`src/rtl/enc16x4_seq.sv`:
```
// Sequential 16-to-4 encoder: captures a request mask and emits each set index as a code with valid/ready handshake.
// Define ENC_MSB_FIRST_EN to emit the highest index first; default order is ascending.
module enc16x4_seq (
  input  logic        clk,
  input  logic        rst_n,
  input  logic [15:0] d,
  input  logic        ld,
  input  logic        rdy_in,
  output logic [3:0]  code,
  output logic        valid,
  output logic        busy,
  output logic        done,
  output logic        multi,
  output logic [4:0]  cnt
);

  localparam logic [1:0] S_IDLE = 2'd0;
  localparam logic [1:0] S_EMIT = 2'd1;
  localparam logic [1:0] S_DONE = 2'd2;

  logic [1:0]  r_state;
  logic [15:0] r_mask;
  logic [3:0]  r_code;
  logic        r_valid;
  logic        r_busy;
  logic        r_done;
  logic        r_multi;
  logic [4:0]  r_cnt;

  logic [15:0] w_mask_left;
  logic [3:0]  w_d_code;
  logic [3:0]  w_left_code;
  logic        w_xfer;

  // Selects the index to present next from a mask; returns 0 for an empty mask.
  function automatic logic [3:0] pick(input logic [15:0] m);
    logic [3:0] idx;
    idx = '0;
`ifdef ENC_MSB_FIRST_EN
    for (int i = 0; i < 16; i++)
      if (m[i]) idx = 4'(i);
`else
    for (int i = 15; i >= 0; i--)
      if (m[i]) idx = 4'(i);
`endif
    return idx;
  endfunction

  assign w_xfer      = r_valid & rdy_in;
  assign w_mask_left = r_mask & ~(16'd1 << r_code);
  assign w_d_code    = pick(d);
  assign w_left_code = pick(w_mask_left);

  // NOTE: every register here, including the pending mask, is a flop and is cleared by reset;
  // all state updates use non-blocking assignments so each edge sees the previous values.
  always_ff @(posedge clk) begin
    if (!rst_n) begin
      r_state <= S_IDLE;
      r_mask  <= '0;
      r_code  <= '0;
      r_valid <= 1'b0;
      r_busy  <= 1'b0;
      r_done  <= 1'b0;
      r_multi <= 1'b0;
      r_cnt   <= '0;
    end else begin
      case (r_state)
        S_IDLE: begin
          if (ld) begin
            r_cnt  <= '0;
            r_busy <= 1'b1;
            if (d != 16'd0) begin
              r_mask  <= d;
              r_multi <= (d & (d - 16'd1)) != 16'd0;
              r_code  <= w_d_code;
              r_valid <= 1'b1;
              r_state <= S_EMIT;
            end else begin
              r_multi <= 1'b0;
              r_done  <= 1'b1;
              r_state <= S_DONE;
            end
          end
        end
        S_EMIT: begin
          if (w_xfer) begin
            r_mask <= w_mask_left;
            r_cnt  <= r_cnt + 5'd1;
            // Last transfer drops valid on the same edge; otherwise the next code follows with no bubble.
            if (w_mask_left == 16'd0) begin
              r_valid <= 1'b0;
              r_done  <= 1'b1;
              r_state <= S_DONE;
            end else begin
              r_code <= w_left_code;
            end
          end
        end
        S_DONE: begin
          r_done  <= 1'b0;
          r_busy  <= 1'b0;
          r_state <= S_IDLE;
        end
        default: begin
          r_valid <= 1'b0;
          r_done  <= 1'b0;
          r_busy  <= 1'b0;
          r_state <= S_IDLE;
        end
      endcase
    end
  end

  assign code  = r_code;
  assign valid = r_valid;
  assign busy  = r_busy;
  assign done  = r_done;
  assign multi = r_multi;
  assign cnt   = r_cnt;

endmodule

```
`config.mk`:
```
export PLATFORM = sky130hd
export DESIGN_NAME = enc16x4_seq
export DESIGN_NICKNAME = d
export VERILOG_FILES = /design/src/rtl/enc16x4_seq.sv
export SDC_FILE = /design/constraint.sdc
export NUM_CORES = 1
export LEC_CHECK = 0
export CAP_MARGIN = 30
export CORE_UTILIZATION = 56
export CTS_BUF_LIST = sky130_fd_sc_hd__clkbuf_8
export DETAILED_ROUTE_END_ITERATION = 16
export PLACE_DENSITY = 0.82
export SYNTH_ARGS = -nofsm -noshare
export SYNTH_HDL_FRONTEND = slang
export SYNTH_SLANG_ARGS = --single-unit
export TNS_END_PERCENT = 5
```
`constraint.sdc`:
```
create_clock -name clk -period 2.6 [get_ports clk]
set_input_delay 0.26 -clock clk [delete_from_list [all_inputs] [get_ports clk]]
set_output_delay 0.26 -clock clk [all_outputs]
set_load 0.02 [all_outputs]
```
After elaboration in Yosys (flattened, before gate mapping)
Cells that the tools add are included.
{"block": "totals", "regBits": 31, "inputBits": 20, "out_inout_bits": 13, "word_cells": 100}
{"block": "classes", "addsub": 2, "n_eq_ne": 8, "shifts": 1, "mux": 62, "bitwise": 6, "n_reduce_logical": 13}
{"cell": "$mux 4", "n": 36}
{"cell": "$mux 16", "n": 3}
{"cell": "$and 16x16->16", "n": 2}
{"cell": "$pmux 16 s2", "n": 1}
{"cell": "$reduce_bool 16->1", "n": 2}
{"cell": "$logic_not 16->1", "n": 1}
{"cell": "$not 16->16", "n": 1}
{"cell": "$shl 1x4->16 const A", "n": 1}
{"cell": "$sub 16x1->16 const B", "n": 1}
{"cell": "$ne 2x2->1 const B", "n": 6}
{"cell": "$mux 1", "n": 10}
{"cell": "$mux 5", "n": 2}
{"cell": "$pmux 5 s2", "n": 1}
{"cell": "$reduce_and 5->1", "n": 2}
{"cell": "$mux 2", "n": 4}
{"cell": "$pmux 4 s2", "n": 1}
{"cell": "$reduce_and 4->1", "n": 2}
{"cell": "$reduce_and 3->1", "n": 2}
{"cell": "$add 5x1->5 const B", "n": 1}
{"cell": "$pmux 1 s2", "n": 2}
{"cell": "$pmux 2 s2", "n": 1}
{"cell": "$reduce_and 2->1", "n": 2}
{"cell": "$pmux 1 s3", "n": 1}
{"cell": "$eq 2x1->1 const B", "n": 1}
{"cell": "other kinds (5)", "n": 6}

Longest topological paths before layout
{"block": "logic_depth", "ltp_word": 22, "mapped_depth": 8, "depth_no_buf": 6}

Worst setup path after synthesis
Ideal clock, no wire load.
{"block": "synth_timing", "path_type": "flip-flop to flip-flop", "startpoint": "reg r_code[0] (netlist: code[0])", "endpoint": "reg r_code[1] (netlist: code[1])", "setup_ns": 0.086, "arrival_time_ns": 2.305, "required_time_ns": 2.514, "setup_slack_ns": 0.209, "stages_incl_launch_ff": 8, "path_buffers": 1, "period_less_slack_ns": 2.391, "cell_sequence": "dfxtp_1 -> buf_2 -> mux2_2 -> o32ai_2 -> o21ai_1 -> o41ai_4 -> a41oi_1 -> a221oi_2"}
{"block": "synth_via", "elab_chain_len": 22, "elab_cells_between_ends": 25, "cone_classes": "1 x eq/ne; 1 x shift; 19 x mux; 2 x bitwise; 2 x reduce/logical"}
{"element": "from (decl)", "line_no": "23", "source": "logic [3:0] r_code;"}
{"element": "from (signal assigned)", "line_no": "75", "source": "r_code <= w_d_code;"}
{"element": "from (signal assigned)", "line_no": "95", "source": "r_code <= w_left_code;"}
{"element": "$shl 1x4->16 *", "line_no": "50", "source": "assign w_mask_left = r_mask & ~(16'd1 << r_code);"}
{"element": "$not 16->16 *", "line_no": "50"}
{"element": "$and 16x16->16 *", "line_no": "50"}
{"element": "$mux 4 (16 in a row)", "line_no": "44", "source": "if (m[i]) idx = 4'(i);"}
{"element": "$mux 4", "line_no": "90", "source": "if (w_mask_left == 16'd0) begin"}
{"element": "$mux 4", "line_no": "86", "source": "if (w_xfer) begin"}
{"element": "$pmux 4 s2", "line_no": "67", "source": "case (r_state)"}
Mark *: on every way between the ends. The rest lies on a longest branch, timed or not. The select of a mux whose other input is x is not followed.
A chain may end at the register's enable or synchronous reset.

Worst setup path after layout
{"block": "layout_timing", "startpoint": "reg r_code[3] (netlist: code[3])", "endpoint": "reg r_code[1] (netlist: code[1])"}
Same word-level chain as after synthesis.

==> flow_summary.yaml <==
setup_path:
  path_delay_family: "compound AO/OA/AOI/OAI gates"
  crit_type: "reg2reg"
  crit_chain: "nand3b_1 -> o22a_1 -> or4_4 -> o41ai_4 -> buf_4 -> a41oi_1 -> a221oi_2"
  r2r_cells: 7
  r2r-end: "code[1]$_SDFFE_PN0P_"
  rrSetupSlack_ns: 0.08
  crit_arrival_ns: 2.71
  critPathSlowestCell: "or4_4"
  crit_fanout: 12
  crit_path_end_kind: "flip-flop"
  cp.required_ns: 2.79
  cpPeakStageDelay_ns: 0.58
  timing.rr.start: "code[3]$_SDFFE_PN0P_"
  start_kind: "flip-flop"
  path_buf_inv: 1
synthesis:
  synth_cells: 299
  syn_nets: 320
  synth_mux_area_frac: 0.0430
  synth_top_family_by_area: "compound AO/OA/AOI/OAI gates"
  yosys_warnings: 0
  synth-xor-area-share: 0.0117
  synth_area_um2: 2240
  ys_ff_latch: 31
  synth_seq_area_share: 0.277
  synth.avg_cell_area_um2: 7.49
  synth-simple-area-share: 0.270
  synthArstFlopShare: 0
  synth_compound_area_frac: 0.324
  synth_edf_count: 0
  synthAdderAreaFrac: 0.0151
  synth.distinct_cells: 60
  synth-main-ff-cell: "dfxtp_1"
clocking:
  root_buffer: "clkbuf_8"
  clock_sinks: 31
  cts_buffers: 5
  clk_path_buf_depth: 2
  htree_levels: 2
  worstSkewPairLatency_ns: 0.28
  cts_hold_buf: 0
  tritoncts: "yes"
  cts.clk_slew.worst_paths_ns: 0.07
grt:
  grt_pass1_vias: 2186
  gr-total-overflow: 0
  grt_use_met2: 0.479
  use_met1: 0.422
  grt-busiest-layer: "met2"
  grt_antenna_before_repair: 0
  grt_max_degree: 24
  grt_usage: 0.309
  grt_util_met3: 0.0573
  grt_pass1_wl_um: 10200
die:
  rows: 22
  pin_count: 33
  die_area_um2: 4250
  die_h_um: 65.2
  die_x_um: 65.2
  start_util: 0.598
  core_area_um2: 3740
min_path:
  worstHoldPathCells: 2
  whs_endpoint: "done$_SDFFE_PN0P_"
  min_from: "done$_SDFFE_PN0P_"
  hold_class: "reg2reg"
timing:
  report.final.slew_viol_count: 0
  period_minus_slack_ns: 2.52
  setup_viol: 0
  timing.final.crit_share: 0.968
  setup-tns-final_ns: 0
  hold_viol_final: 0
  tightest_slew_ns: 0.746
  max_clock_freq_mhz: 397
  clock-skew-final_ns: 0.00314
  relSlewSlack: 0.502
  whs_ns: 0.476
routing:
  first_pass_iters: 7
  via_per_inst: 6.27
  drc: 0
  totalWireLength_um: 6100
  drtIter0Drc: 239
  antenna_left: 0
  routedWlPerCell_um: 15.3
  via_count: 2506
finish:
  final_nets: 372
  fillers: 308
  synthToLayoutAreaGrowth_pct: 28.3
  diodes: 0
  stdcell_count: 400
  drive_gt1_frac: 0.153
  final_cell_area_um2: 2870
placed_design:
  place_area_um2: 2740
  dp.cells: 391
  gp_congestion: 0.901
  portBuffers: 32
  dpl.hpwl_um: 4480
status:
  status: "complete, no violations"
power_and_ir_drop:
  peakVddDrop_v: 0.000315
  finalPower_uw: 1790
  leakagePower_uw: 0.00106
  powerDensity_nw_per_um2: 625
flow_run:
  drv_cap: 0
-- cell usage in the layout (no fill, tap or decap), types with 2 or more instances in the layout --
cell type and count:
o21ai_1 9, nand3_1 5, dfxtp_1 31, nor2b_1 6, o31ai_1 2, or4_4 2
o2bb2ai_1 2, nor2_1 38, nand4b_1 2, o211ai_1 3, nand4_1 5, clkdlybuf4s50_1 32
clkbuf_8 6, nor3_1 7, xor2_1 3, o21ai_0 17, o41ai_4 2, nor4_1 7
or3_1 5, mux2i_1 7, a21o_1 2, nand2_1 24, nand2b_1 8, a31oi_1 6
a21oi_1 42, a211oi_1 4, inv_1 10, o21bai_1 2, buf_4 30
-- synth_stat cells, drive strengths merged, types with 2 or more instances --
cell type  number  area share
a31oi           6       0.017
a21o            2      0.0067
nor3            7       0.016
o21ai          26       0.058
o211ai          3       0.010
nand4           5       0.014
nand4b          2      0.0078
o31ai           2      0.0067
clkbuf          9       0.015
a21oi          43       0.098
nor2           39       0.067
inv            10       0.017
nand2          24       0.040
or3             5       0.014
mux2            2       0.012
buf             8       0.027
o41ai           3       0.032
o2bb2ai         2      0.0078
mux2i           7       0.031
a221oi          2       0.011
maj3            2      0.0095
xor2            3       0.012
nor2b           6       0.017
nand3           5       0.011
a211oi          5       0.019
nor3b           2      0.0067
nor4            7       0.020
nand2b          9       0.029
dfxtp          31        0.28
o21bai          2      0.0067
or4             3       0.013
-- metrics by stage --
stage	utilization	setup WS (ns)
2_1_floorplan	-	0.209
3_3_place_gp	0.732	0.0780
3_5_place_dp	0.732	0.0497
4_1_cts	0.764	0.141
5_1_grt	0.767	-0.00200
6_report	0.767	0.0829
-- flip-flops by register name, summed over array words and instances, names as in the netlist --
| signal | flops |
|---|---|
| multi | 1 |
| r_mask | 16 |
| busy | 1 |
| code | 4 |
| done | 1 |
| r_state | 2 |
| valid | 1 |
| cnt | 5 |
-- metal layers --
metal	up-vias	wire length, um
met5	-	0
met4	0	116
met3	15	466
met2	124	2820
met1	1155	2700
li1	1212	-
-- worst max path at each step --
| stage | start | end | slack, ns | cells past startpoint |
|---|---|---|---|---|
| finish | code[3]$_SDFFE_PN0P_ | code[1]$_SDFFE_PN0P_ | 0.08 | 7 |
| global route | code[0]$_SDFFE_PN0P_ | code[0]$_SDFFE_PN0P_ | -0.002 | 8 |
| CTS | code[3]$_SDFFE_PN0P_ | code[0]$_SDFFE_PN0P_ | 0.14 | 6 |
| detailed placement | d[3] | multi$_SDFFE_PN0P_ | 0.05 | 7 |
| global placement | d[3] | multi$_SDFFE_PN0P_ | 0.08 | 7 |
| floorplan | code[0]$_SDFFE_PN0P_ | code[1]$_SDFFE_PN0P_ | 0.21 | 7 |
-- layout make-up --
type	count	area, um^2	area share
multi-input combinational	241	1490	0.519
clock inverter	2	35.0	0.0122
tap	48	60.1	0.0209
clock buffer	6	82.6	0.0288
inverter	10	37.5	0.0131
sequential	31	621	0.216
timing repair buffer	62	546	0.190
-- power by group --
| part | internal, uW | total, uW | switching (uW) |
|---|---|---|---|
| logic | 306 | 699 | 393 |
| clock network | 310 | 498 | 188 |
| registers | 527 | 597 | 70.1 |
| total | 1140 | 1790 | 650 |
-- logic make-up (layout without fill, tap and decap cells) --
family / after synthesis / after routing
AO/OA/AOI/OAI: 108 / 108
buffers and inverters: 27 / 80
AND/OR/NAND/NOR: 118 / 118
adder cells (fa/ha/maj): 3 / 3
XOR/XNOR: 3 / 3
multiplexers: 9 / 9
flip-flops: 31 / 31
-- worst min-delay path: cells and delay by family (launching register included) --
kind / cells / cell delay [ns]
flops: 1 / 0.31
buf+inv: 1 / 0.06
compound gates: 1 / 0.06
-- what timing repair did --
item | 4_1_cts | 5_1_grt
buffers inserted | 0 | 1
gates resized for setup | 0 | 1
endpoints found under the hold margin | 0 | 0
endpoints found under the setup margin | 0 | 2
(Power assumes the default switching activity.)
